[config.mk]
export PLATFORM = sky130hd
export DESIGN_NAME = w5300_bus_arbiter_flat
export DESIGN_NICKNAME = d
export VERILOG_FILES = /design/src/rtl/w5300_bus_pkg.sv /design/src/rtl/w5300_bus_arbiter_if.sv /design/src/rtl/w5300_byte_cycle.sv /design/src/rtl/w5300_bus_arbiter.sv /design/src/flat_wrapper.sv
export SDC_FILE = /design/constraint.sdc
export NUM_CORES = 1
export LEC_CHECK = 0
export BUFFER_PORTS_ARGS = -buffer_cell sky130_fd_sc_hd__buf_2
export CORE_UTILIZATION = 51
export DETAILED_ROUTE_END_ITERATION = 10
export PLACE_DENSITY = 0.9
export RECOVER_POWER = 50
export SKIP_CTS_REPAIR_TIMING = 1
export SYNTH_ARGS = -nofsm -noshare
export SYNTH_HDL_FRONTEND = slang
export SYNTH_HIERARCHICAL = 1
export SYNTH_SLANG_ARGS = --single-unit
[constraint.sdc]
create_clock -name clk -period 3.05 [get_ports clk]
set_clock_uncertainty 0.15 [all_clocks]
set_input_delay 0 -clock clk [delete_from_list [all_inputs] [get_ports clk]]
set_output_delay 0 -clock clk [all_outputs]
set_load 0.02 [all_outputs]
[src/rtl/w5300_bus_pkg.sv]
// Shared state encoding, timing defaults and register addresses for the
// W5300 host-bus arbiter and its byte timer.
package w5300_bus_pkg;

    typedef enum logic [2:0] {IDLE, SETUP, STROBE, HOLD, DONE} state_t;

    localparam bit BYTE_MSB_FIRST = 1'b1;

    localparam int T_SETUP_DEF    = 1;
    localparam int T_STROBE_DEF   = 2;
    localparam int T_HOLD_DEF     = 1;
    localparam int STARVE_MAX_DEF = 4;

    localparam logic [9:0] IR        = 10'h002;
    localparam logic [9:0] S0_IR     = 10'h206;
    localparam logic [9:0] S0_TX_FSR = 10'h224;

    // Byte index 0 lands on the even address, which carries the MSB.
    function automatic logic is_msb(input logic b);
        return b ^ BYTE_MSB_FIRST;
    endfunction

    function automatic logic [7:0] pick_byte(input logic [15:0] word, input logic b);
        return is_msb(b) ? word[15:8] : word[7:0];
    endfunction

endpackage

[src/rtl/w5300_bus_arbiter_if.sv]
// Request ports of both requesters plus the W5300 8-bit host-bus pins.
interface w5300_bus_arbiter_if;

    logic        req0_valid;
    logic        req0_we;
    logic [9:0]  req0_addr;
    logic [15:0] req0_wdata;
    logic        req0_ready;
    logic        req0_done;

    logic        req1_valid;
    logic        req1_we;
    logic [9:0]  req1_addr;
    logic [15:0] req1_wdata;
    logic        req1_ready;
    logic        req1_done;

    logic [15:0] rdata;

    logic [9:0]  addr;
    logic        cs;
    logic        rd;
    logic        wr;
    logic [7:0]  data_o;
    logic        data_oe;
    logic [7:0]  data_i;
    logic        int_n;
    logic        irq;

    modport slave (
        input  req0_valid, req0_we, req0_addr, req0_wdata,
        input  req1_valid, req1_we, req1_addr, req1_wdata,
        input  data_i, int_n,
        output req0_ready, req0_done, req1_ready, req1_done, rdata,
        output addr, cs, rd, wr, data_o, data_oe, irq
    );

    modport master (
        output req0_valid, req0_we, req0_addr, req0_wdata,
        output req1_valid, req1_we, req1_addr, req1_wdata,
        output data_i, int_n,
        input  req0_ready, req0_done, req1_ready, req1_done, rdata,
        input  addr, cs, rd, wr, data_o, data_oe, irq
    );

endinterface

[src/rtl/w5300_byte_cycle.sv]
// Times one 8-bit W5300 access (SETUP/STROBE/HOLD). A start seen on the last
// HOLD clock chains straight into the next byte so cs stays low.
module w5300_byte_cycle
    import w5300_bus_pkg::*;
#(
    parameter int T_SETUP  = T_SETUP_DEF,
    parameter int T_STROBE = T_STROBE_DEF,
    parameter int T_HOLD   = T_HOLD_DEF
) (
    input  logic clk,
    input  logic rst_n,
    input  logic start,
    input  logic we,
    output logic cs,
    output logic rd,
    output logic wr,
    output logic sample,
    output logic finish
);

    localparam int T_SS  = (T_SETUP > T_STROBE) ? T_SETUP : T_STROBE;
    localparam int T_MAX = (T_SS > T_HOLD) ? T_SS : T_HOLD;
    localparam int CW    = $clog2(T_MAX + 1);

    localparam logic [CW-1:0] LD_SETUP  = CW'(T_SETUP);
    localparam logic [CW-1:0] LD_STROBE = CW'(T_STROBE);
    localparam logic [CW-1:0] LD_HOLD   = CW'(T_HOLD);

    state_t        phase;
    logic [CW-1:0] cnt;
    logic          we_q;
    logic          last;

    assign last   = (cnt == CW'(1));
    assign sample = (phase == STROBE) && last;
    assign finish = (phase == HOLD) && last;

    // Strobes are registered and change together with the phase.
    always_ff @(posedge clk or negedge rst_n) begin
        if (!rst_n) begin
            phase <= IDLE;
            cnt   <= '0;
            we_q  <= 1'b0;
            cs    <= 1'b1;
            rd    <= 1'b1;
            wr    <= 1'b1;
        end else begin
            case (phase)
                IDLE: begin
                    if (start) begin
                        phase <= SETUP;
                        cnt   <= LD_SETUP;
                        we_q  <= we;
                        cs    <= 1'b0;
                    end
                end
                SETUP: begin
                    if (last) begin
                        phase <= STROBE;
                        cnt   <= LD_STROBE;
                        rd    <= we_q;
                        wr    <= !we_q;
                    end else begin
                        cnt <= cnt - CW'(1);
                    end
                end
                STROBE: begin
                    if (last) begin
                        phase <= HOLD;
                        cnt   <= LD_HOLD;
                        rd    <= 1'b1;
                        wr    <= 1'b1;
                    end else begin
                        cnt <= cnt - CW'(1);
                    end
                end
                HOLD: begin
                    if (last) begin
                        if (start) begin
                            phase <= SETUP;
                            cnt   <= LD_SETUP;
                            we_q  <= we;
                        end else begin
                            phase <= IDLE;
                            cs    <= 1'b1;
                        end
                    end else begin
                        cnt <= cnt - CW'(1);
                    end
                end
                default: begin
                    phase <= IDLE;
                    cs    <= 1'b1;
                    rd    <= 1'b1;
                    wr    <= 1'b1;
                end
            endcase
        end
    end

endmodule

[src/rtl/w5300_bus_arbiter.sv]
// Shares the W5300 8-bit host bus between the interrupt engine (port 0) and
// the UART command path (port 1); each word access is two byte cycles.
module w5300_bus_arbiter
    import w5300_bus_pkg::*;
#(
    parameter int T_SETUP    = T_SETUP_DEF,
    parameter int T_STROBE   = T_STROBE_DEF,
    parameter int T_HOLD     = T_HOLD_DEF,
    parameter int STARVE_MAX = STARVE_MAX_DEF
) (
    input  logic                clk,
    input  logic                rst_n,
    w5300_bus_arbiter_if.slave  bus
);

    localparam int SW = $clog2(STARVE_MAX + 1);

    state_t        state;
    logic          b;
    logic          owner;
    logic          we_q;
    logic [8:0]    word_q;
    logic [15:0]   wdata_q;
    logic [SW-1:0] starve;
    logic [15:0]   rdata_q;
    logic [9:0]    addr_q;
    logic [7:0]    data_o_q;
    logic          data_oe_q;
    logic          done0_q;
    logic          done1_q;
    logic [1:0]    irq_sync;

    logic          grant1;
    logic          accept;
    logic          start;
    logic          cyc_we;
    logic          cyc_sample;
    logic          cyc_finish;
    logic          sel_we;
    logic [8:0]    sel_word;
    logic [15:0]   sel_wdata;

    // Port 0 wins unless port 1 has already watched STARVE_MAX port-0 grants.
    assign grant1    = bus.req1_valid && (!bus.req0_valid || starve == SW'(STARVE_MAX));
    assign accept    = (state == IDLE) && (bus.req0_valid || bus.req1_valid);
    assign sel_we    = grant1 ? bus.req1_we : bus.req0_we;
    assign sel_word  = grant1 ? bus.req1_addr[9:1] : bus.req0_addr[9:1];
    assign sel_wdata = grant1 ? bus.req1_wdata : bus.req0_wdata;

    assign start  = accept || ((state == SETUP) && cyc_finish && !b);
    assign cyc_we = accept ? sel_we : we_q;

    assign bus.req0_ready = accept && !grant1;
    assign bus.req1_ready = accept && grant1;
    assign bus.req0_done  = done0_q;
    assign bus.req1_done  = done1_q;
    assign bus.rdata      = rdata_q;
    assign bus.addr       = addr_q;
    assign bus.data_o     = data_o_q;
    assign bus.data_oe    = data_oe_q;
    assign bus.irq        = irq_sync[1];

    w5300_byte_cycle #(
        .T_SETUP  (T_SETUP),
        .T_STROBE (T_STROBE),
        .T_HOLD   (T_HOLD)
    ) u_byte_cycle (
        .clk    (clk),
        .rst_n  (rst_n),
        .start  (start),
        .we     (cyc_we),
        .cs     (bus.cs),
        .rd     (bus.rd),
        .wr     (bus.wr),
        .sample (cyc_sample),
        .finish (cyc_finish)
    );

    // SETUP here spans the whole two-byte window; the byte timer owns the
    // fine SETUP/STROBE/HOLD phasing.
    always_ff @(posedge clk or negedge rst_n) begin
        if (!rst_n) begin
            state     <= IDLE;
            b         <= 1'b0;
            owner     <= 1'b0;
            we_q      <= 1'b0;
            word_q    <= '0;
            wdata_q   <= '0;
            starve    <= '0;
            rdata_q   <= '0;
            addr_q    <= '0;
            data_o_q  <= '0;
            data_oe_q <= 1'b0;
            done0_q   <= 1'b0;
            done1_q   <= 1'b0;
        end else begin
            done0_q <= 1'b0;
            done1_q <= 1'b0;
            if (!bus.req1_valid) begin
                starve <= '0;
            end
            case (state)
                IDLE: begin
                    if (accept) begin
                        owner     <= grant1;
                        we_q      <= sel_we;
                        word_q    <= sel_word;
                        wdata_q   <= sel_wdata;
                        b         <= 1'b0;
                        addr_q    <= {sel_word, 1'b0};
                        data_o_q  <= pick_byte(sel_wdata, 1'b0);
                        data_oe_q <= sel_we;
                        state     <= SETUP;
                        if (grant1) begin
                            starve <= '0;
                        end else if (bus.req1_valid) begin
                            starve <= starve + SW'(1);
                        end
                    end
                end
                SETUP: begin
                    if (cyc_sample && !we_q) begin
                        if (is_msb(b)) begin
                            rdata_q[15:8] <= bus.data_i;
                        end else begin
                            rdata_q[7:0] <= bus.data_i;
                        end
                    end
                    if (cyc_finish) begin
                        if (!b) begin
                            b        <= 1'b1;
                            addr_q   <= {word_q, 1'b1};
                            data_o_q <= pick_byte(wdata_q, 1'b1);
                        end else begin
                            data_oe_q <= 1'b0;
                            state     <= DONE;
                            done0_q   <= !owner;
                            done1_q   <= owner;
                        end
                    end
                end
                DONE: begin
                    state <= IDLE;
                end
                default: begin
                    state <= IDLE;
                end
            endcase
        end
    end

    // int_n is asynchronous to clk, so it goes through two flops.
    always_ff @(posedge clk or negedge rst_n) begin
        if (!rst_n) begin
            irq_sync <= 2'b00;
        end else begin
            irq_sync <= {irq_sync[0], !bus.int_n};
        end
    end

endmodule
[src/flat_wrapper.sv]
// flat-port wrapper written by rule: the top's interface ports become plain ports
module w5300_bus_arbiter_flat import w5300_bus_pkg::*;
#(
    parameter int T_SETUP    = T_SETUP_DEF,
    parameter int T_STROBE   = T_STROBE_DEF,
    parameter int T_HOLD     = T_HOLD_DEF,
    parameter int STARVE_MAX = STARVE_MAX_DEF
)
  (clk, rst_n, bus_req0_valid, bus_req0_we, bus_req0_addr, bus_req0_wdata, bus_req1_valid, bus_req1_we, bus_req1_addr, bus_req1_wdata, bus_data_i, bus_int_n, bus_req0_ready, bus_req0_done, bus_req1_ready, bus_req1_done, bus_rdata, bus_addr, bus_cs, bus_rd, bus_wr, bus_data_o, bus_data_oe, bus_irq);
  w5300_bus_arbiter_if bus_i ();
  input  logic clk;
  input  logic rst_n;
  input wire logic [$bits(bus_i.req0_valid)-1:0] bus_req0_valid;
  input wire logic [$bits(bus_i.req0_we)-1:0] bus_req0_we;
  input wire logic [$bits(bus_i.req0_addr)-1:0] bus_req0_addr;
  input wire logic [$bits(bus_i.req0_wdata)-1:0] bus_req0_wdata;
  input wire logic [$bits(bus_i.req1_valid)-1:0] bus_req1_valid;
  input wire logic [$bits(bus_i.req1_we)-1:0] bus_req1_we;
  input wire logic [$bits(bus_i.req1_addr)-1:0] bus_req1_addr;
  input wire logic [$bits(bus_i.req1_wdata)-1:0] bus_req1_wdata;
  input wire logic [$bits(bus_i.data_i)-1:0] bus_data_i;
  input wire logic [$bits(bus_i.int_n)-1:0] bus_int_n;
  output wire logic [$bits(bus_i.req0_ready)-1:0] bus_req0_ready;
  output wire logic [$bits(bus_i.req0_done)-1:0] bus_req0_done;
  output wire logic [$bits(bus_i.req1_ready)-1:0] bus_req1_ready;
  output wire logic [$bits(bus_i.req1_done)-1:0] bus_req1_done;
  output wire logic [$bits(bus_i.rdata)-1:0] bus_rdata;
  output wire logic [$bits(bus_i.addr)-1:0] bus_addr;
  output wire logic [$bits(bus_i.cs)-1:0] bus_cs;
  output wire logic [$bits(bus_i.rd)-1:0] bus_rd;
  output wire logic [$bits(bus_i.wr)-1:0] bus_wr;
  output wire logic [$bits(bus_i.data_o)-1:0] bus_data_o;
  output wire logic [$bits(bus_i.data_oe)-1:0] bus_data_oe;
  output wire logic [$bits(bus_i.irq)-1:0] bus_irq;
  assign bus_i.req0_valid = bus_req0_valid;
  assign bus_i.req0_we = bus_req0_we;
  assign bus_i.req0_addr = bus_req0_addr;
  assign bus_i.req0_wdata = bus_req0_wdata;
  assign bus_i.req1_valid = bus_req1_valid;
  assign bus_i.req1_we = bus_req1_we;
  assign bus_i.req1_addr = bus_req1_addr;
  assign bus_i.req1_wdata = bus_req1_wdata;
  assign bus_i.data_i = bus_data_i;
  assign bus_i.int_n = bus_int_n;
  assign bus_req0_ready = bus_i.req0_ready;
  assign bus_req0_done = bus_i.req0_done;
  assign bus_req1_ready = bus_i.req1_ready;
  assign bus_req1_done = bus_i.req1_done;
  assign bus_rdata = bus_i.rdata;
  assign bus_addr = bus_i.addr;
  assign bus_cs = bus_i.cs;
  assign bus_rd = bus_i.rd;
  assign bus_wr = bus_i.wr;
  assign bus_data_o = bus_i.data_o;
  assign bus_data_oe = bus_i.data_oe;
  assign bus_irq = bus_i.irq;
  w5300_bus_arbiter #(.T_SETUP(T_SETUP), .T_STROBE(T_STROBE), .T_HOLD(T_HOLD), .STARVE_MAX(STARVE_MAX)) u_core (.clk(clk), .rst_n(rst_n), .bus(bus_i));
endmodule
==> metrics, run 1 <==
status finished with violations; failing checks design-rule violations, max-capacitance violations, max-slew violations; # diodes 0; VDD IR max 454 µV; syn_area_per_cell 11.3 µm²; final worst path period share 91.4%; max_slew headroom -16.8%; Startpoint Class register; Post-synth EDFFs 0; Syn Nets 391; critical path class register to register; clock transition at the registers of the reported paths 0.08 ns; cell count along the critical path 8; Max Cap Viol 1; area grow syn2layout 38.7%; Placer Congestion 0.941; Highest Clock Rate 0.359 GHz; Yosys reg bits 72; Setup TNS 0 ns; sum of buffers and inverters on the critical path 3; Placeable Area 6490 µm²; grt ovf 0; RSZ-0062 raised after global routing no; Layout fillers 447; CTS Buf Count 9; WP data required 3.11 ns; die width 85.0 µm; drt pass-1 iters 8; Sequential Area 1810 µm²; Total Routing Usage GR 20.6%; vias in the first global route 2672; post-DP HPWL 5040 µm; busiest grt layer met2; PortBufs 107; Worst path slowest cell dlygate4sd3_1; CTS max path bufs 2; critical register-to-register path endpoint u_core/word_q[3]$_DFFE_PN0P_; fin nets 564; first-pass GRT wire length 11700 µm; GR Layer Usage met1 25.4%; DIE HEIGHT 85.0 µm; WL per Instance 15.8 µm; R2R cell count 8; Final Max Tran Viols 73; largest fanout on the critical path 17; Die ar. 7220 µm²; Multi-input gate area 1570 µm²; ANT nets after route 0; Sink Count 72; final setup vio count 0; worst hold path type input port to register; crit path from u_core/starve[0]$_DFF_PN0_; Critical Path Max Stage Delay 0.62 ns; CP cell instances inv_1 > ha_1 > a21bo_2 > nand2_4 > buf_4 > mux2i_1 > dlygate4sd3_1 > o21ai_0; min Tclk post-route 2.79 ns; initial drt markers 174; met2 GRT Util 35.7%; Slew @ Worst Pin 1.75 ns; Netlist cell types 46; final core occ 75.0%; Crit. End Element register; register area share after synthesis 51.4%; final wirelength 8970 µm; drc violations 8; Worst-Skew Late Latency 0.35 ns; mapped cell area 3510 µm²; Clock H-tree levels 3; largest net degree at the start of global routing 73; root buffer cell clkbuf_8; IO Pins 110; Top delay family on crit path buffers and inverters; # rows 29; met3 Use GR 5.25%; share of cells above drive strength 1 26.5%; R2R setup slack 0.26 ns; Starting Density 54.1%; ys flop type dfrtp_1; beginning of the worst register-to-register path u_core/starve[0]$_DFF_PN0_; Hold Fails Final Rpt 0; Post-Synthesis Cells 312; Avg Vias per Cell 5.47; initial antenna violation count 0; Synth Warn # 6; via count 3102; pwr/cell area 917 nW/µm²; share of flip-flops with an asynchronous set or reset 100%; CTS tree yes; leak pwr 2.36 nW; Critical Path AT 2.85 ns; end of the critical path u_core/word_q[3]$_DFFE_PN0P_
## final cells by class
type	count	share of cell area [%]
Clock buffer	9	2.54
Clock inverter	7	1.26
Inverter	14	1.13
Multi-Input combinational cell	213	32.2
Sequential cell	72	37.1
Tap cell	77	1.98
Timing Repair Buffer	175	23.8
## synthesized netlist by cell type, drive strengths merged, types with 5 or more instances
cell type / instances / area (µm²)
dfrtp: 69 / 1730
nand2: 48 / 188
mux2i: 27 / 270
o21ai: 26 / 130
nand3: 20 / 145
mux2: 19 / 214
o211ai: 17 / 128
inv: 14 / 55.1
ha: 12 / 150
buf: 10 / 71.3
nor2: 6 / 25.0
a21oi: 5 / 40.0
## layer usage
metal  vias up  share of wire (%)
li1       1444                  -
met1      1519                 40
met3        11                5.6
met4         0                1.0
met2       128                 54
met5         -                  0
## registers in the layout (all words and copies together) (netlist names)
name / flops
u_core/owner: 1
u_core/we_q: 1
u_core/u_byte_cycle/rd: 1
u_core/wdata_q: 8
u_core/u_byte_cycle/cs: 1
u_core/bus.data_o: 8
u_core/bus.data_oe: 1
u_core/u_byte_cycle/wr: 1
u_core/bus.addr: 10
u_core/u_byte_cycle/cnt: 2
u_core/starve: 3
u_core/irq_sync: 2
u_core/bus.req0_done: 1
u_core/state: 2
u_core/u_byte_cycle/we_q: 1
u_core/u_byte_cycle/phase: 2
u_core/word_q: 9
u_core/bus.req1_done: 1
u_core/b: 1
u_core/bus.rdata: 16
## through the flow
step / cell area [µm²] / setup slack [ns] / hold slack (ns) / cells / total power [mW]
after floorplan: 3510 / 0.681 / -0.446 / 312 / 3.11
after global placement: 4100 / 0.574 / -0.00789 / 487 / 3.60
after detailed placement: 4100 / 0.500 / -0.00547 / 487 / 3.70
after CTS: 4280 / 0.477 / -0.389 / 503 / 4.42
after global routing: 4870 / 0.138 / 0.0257 / 567 / 4.76
final: 4870 / 0.261 / 0.0180 / 567 / 4.47
## cells in the final DEF (no fill, tap or decap), types with 4 or more instances in the layout
cell type / synthesis / final
buf_4: 1 / 4
nand3_2: 9 / 9
ha_1: 12 / 12
mux2i_1: 27 / 27
nand2_1: 47 / 46
clkbuf_8: 0 / 9
o21ai_0: 26 / 26
nand3_1: 11 / 11
inv_1: 13 / 13
o211ai_1: 17 / 17
buf_2: 6 / 67
dlygate4sd3_1: 0 / 64
nor2_1: 5 / 5
clkbuf_1: 3 / 39
mux2_2: 16 / 16
dfrtp_1: 69 / 69
## how the worst min path moves through the flow
stage                     start                                   end  slack [ns]  cells after the start
global placement      bus_int_n          u_core/irq_sync[0]$_DFF_PN0_      -0.008                      2
CTS                   bus_int_n          u_core/irq_sync[0]$_DFF_PN0_       -0.39                      2
floorplan                 rst_n                  u_core/b$_DFFE_PN0P_       -0.45                      0
detailed placement    bus_int_n          u_core/irq_sync[0]$_DFF_PN0_      -0.005                      2
finish              bus_req1_we  u_core/u_byte_cycle/we_q$_DFFE_PN0P_        0.02                      4
global route        bus_req1_we  u_core/u_byte_cycle/we_q$_DFFE_PN0P_        0.03                      4
## worst reg2reg max path, delay by kind of cell (launching register included)
| kind | cells | cell delay, ns |
|---|---|---|
| compound gates | 2 | 0.36 |
| mux | 1 | 0.28 |
| simple gates | 1 | 0.20 |
| buf+inv | 3 | 1.04 |
| fa+ha+maj | 1 | 0.23 |
| flops | 1 | 0.40 |
## cell families after synthesis
| logic type | Yosys count | share of synthesized area [%] |
|---|---|---|
| buf+inv | 27 | 3.92 |
| fa+ha+maj | 12 | 4.28 |
| simple gates | 93 | 14.7 |
| mux | 46 | 13.8 |
| flops | 72 | 51.4 |
| compound gates | 62 | 11.9 |
## power by group
group | internal [mW] | total [mW] | switching [mW] | leakage (nW)
registers | 1.41 | 1.69 | 0.279 | 0.875
clock network | 0.310 | 0.708 | 0.398 | 0.0888
logic | 0.805 | 2.07 | 1.27 | 1.40
(Power assumes the default switching activity.)
==> run 2, diff against run 1 <==
--- a/config.mk
+++ b/config.mk
@@ -7,7 +7,9 @@
 export LEC_CHECK = 0
 export BUFFER_PORTS_ARGS = -buffer_cell sky130_fd_sc_hd__buf_2
 export CORE_UTILIZATION = 51
+export CTS_CLUSTER_DIAMETER = 30
 export DETAILED_ROUTE_END_ITERATION = 10
+export MAX_ROUTING_LAYER = met4
 export PLACE_DENSITY = 0.9
 export RECOVER_POWER = 50
 export SKIP_CTS_REPAIR_TIMING = 1
==> run 2 against run 1 <==
The flow still finishes with violations (design-rule violations, max-capacitance violations, max-slew violations). Routed wire length is 0.89% lower. Register-to-register slack barely moved. Design area unchanged. Die area unchanged. Sequential power barely moved. Utilization did not move. Global-route usage grew 0.64 points. Clock power barely moved. Power decreased by 0.22%. Worst setup slack gained 0.0011 ns. Count of clock-buffer cells in the layout did not move. Non-clock buffer count did not move.
==> metrics, run 2 (synthesis results as in run 1) <==
Startpoint Class register (unchanged); pwr/cell area 915 nW/µm² (was 917 nW/µm²); drt pass-1 iters 8 (unchanged); CP cell instances inv_1 > ha_1 > a21bo_2 > nand2_4 > buf_4 > mux2i_1 > dlygate4sd3_1 > o21ai_0 (unchanged); final worst path period share 91.4% (about the same); CTS tree yes (unchanged); status finished with violations (unchanged); die width 85.0 µm (unchanged); RSZ-0062 raised after global routing no (unchanged); Overall Power 4.46 mW (was 4.47 mW); IO Pins 110 (unchanged); worst hold path type input port to register (unchanged); via count 3046 (was 3102); final core occ 75.0% (unchanged); Largest register FFs 16 (unchanged); Critical Path Max Stage Delay 0.62 ns (about the same); max_slew headroom -17.3% (was -16.8%); initial antenna violation count 0 (unchanged); WL per Instance 15.7 µm (was 15.8 µm); Placeable Area 6490 µm² (unchanged); DIE HEIGHT 85.0 µm (unchanged); VDD IR max 456 µV (was 454 µV); largest fanout on the critical path 17 (unchanged); grt ovf 0 (unchanged); Avg Vias per Cell 5.37 (was 5.47); Critical Path AT 2.85 ns (about the same); Slew @ Worst Pin 1.76 ns (was 1.75 ns); Setup TNS 0 ns (unchanged); post-DP HPWL 5040 µm (unchanged); root buffer cell clkbuf_8 (unchanged); ANT nets after route 0 (unchanged); drc violations 8 (unchanged); # diodes 0 (unchanged); min Tclk post-route 2.79 ns (about the same); Crit. End Element register (unchanged); CTS max path bufs 2 (unchanged); clock transition at the registers of the reported paths 0.08 ns (about the same); Worst path slowest cell dlygate4sd3_1 (unchanged); cell area after layout 4870 µm² (unchanged); WP data required 3.11 ns (about the same); vias in the first global route 2668 (was 2672); Final Max Tran Viols 73 (unchanged); largest net degree at the start of global routing 73 (unchanged); most common cell after layout, fill and taps aside dfrtp_1 (unchanged); Starting Density 54.1% (unchanged); Die ar. 7220 µm² (unchanged); PortBufs 107 (unchanged); final wirelength 8890 µm (was 8970 µm); failing checks design-rule violations, max-capacitance violations, max-slew violations (unchanged); CTS Buf Count 9 (unchanged); most frequent cells in the layout 69 x dfrtp_1, 67 x buf_2, 64 x dlygate4sd3_1, 46 x nand2_1, 39 x clkbuf_1 (unchanged); Top delay family on crit path buffers and inverters (unchanged); area grow syn2layout 38.7% (unchanged); leak pwr 2.36 nW (unchanged); Placer Congestion 0.958 (was 0.941); minimum hold slack 0.0330 ns (was 0.0180 ns); final setup vio count 0 (unchanged); Hold Fails Final Rpt 0 (unchanged); critical path class register to register (unchanged); initial drt markers 189 (was 174); Worst-Skew Late Latency 0.35 ns (about the same); placed cell area 4100 µm² (unchanged); fin nets 564 (unchanged); # rows 29 (unchanged); sum of buffers and inverters on the critical path 3 (unchanged); first-pass GRT wire length 11700 µm (unchanged); Clock H-tree levels 3 (unchanged); Sink Count 72 (unchanged); share of cells above drive strength 1 26.5% (unchanged); Max Cap Viol 1 (unchanged); Highest Clock Rate 0.359 GHz (about the same); Total Routing Usage GR 21.3% (was 20.6%)
==> run 2: cell counts in the layout (fill, tap and decap cells not counted) <==
No cell type changed its count.
==> run 2: worst paths after layout <==
kind	from	end	slack [ns]	cells past startpoint
setup / recovery	u_core/starve[0]$_DFF_PN0_	u_core/word_q[3]$_DFFE_PN0P_	0.26	8
max in group asynchronous	rst_n	u_core/bus.rdata[15]$_DFFE_PN0P_	1.20	2
min in group asynchronous	rst_n	u_core/bus.addr[3]$_DFFE_PN0P_	0.51	2
hold reg to reg	u_core/irq_sync[0]$_DFF_PN0_	u_core/irq_sync[1]$_DFF_PN0_	0.21	0
hold / removal	bus_req1_we	u_core/u_byte_cycle/we_q$_DFFE_PN0P_	0.03	4
setup reg to reg	u_core/starve[0]$_DFF_PN0_	u_core/word_q[3]$_DFFE_PN0P_	0.26	8
==> run 2: metrics by stage <==
| stage | setup WS (ns) | cells |
|---|---|---|
| 2_1_floorplan | 0.681 | 312 |
| 3_3_place_gp | 0.574 | 487 |
| 3_5_place_dp | 0.500 | 487 |
| 4_1_cts | 0.477 | 503 |
| 5_1_grt | 0.138 | 567 |
| 6_report | 0.262 | 567 |
==> run 2: layout make-up <==
cell class                      instances  area (µm²)
Clock buffer                            9         124
Clock inverter                          7        61.3
Fill cell                             447        1630
Inverter                               14        55.1
Multi-Input combinational cell        213        1570
Sequential cell                        72        1810
Tap cell                               77        96.3
Timing Repair Buffer                  175        1160
==> run 2: report_power, final <==
group / internal [mW] / switching, mW
registers: 1.41 / 0.277
clock network: 0.310 / 0.394
logic: 0.805 / 1.26
total: 2.52 / 1.93
==> run 2: worst min-delay path, cell delays in order <==
cell and delay (ns):
buf_2 0.09, mux2i_1 0.10, o21ai_0 0.17, mux2_2 0.14
==> run 2: layer usage <==
metal / up-vias / part of all wire, % / track usage [%]
met5: - / 0 / -
met1: 1500 / 41 / 25.8
met3: 9 / 4.3 / 4.77
li1: 1441 / - / -
met4: 0 / 0.88 / 6.47
met2: 96 / 54 / 35.6
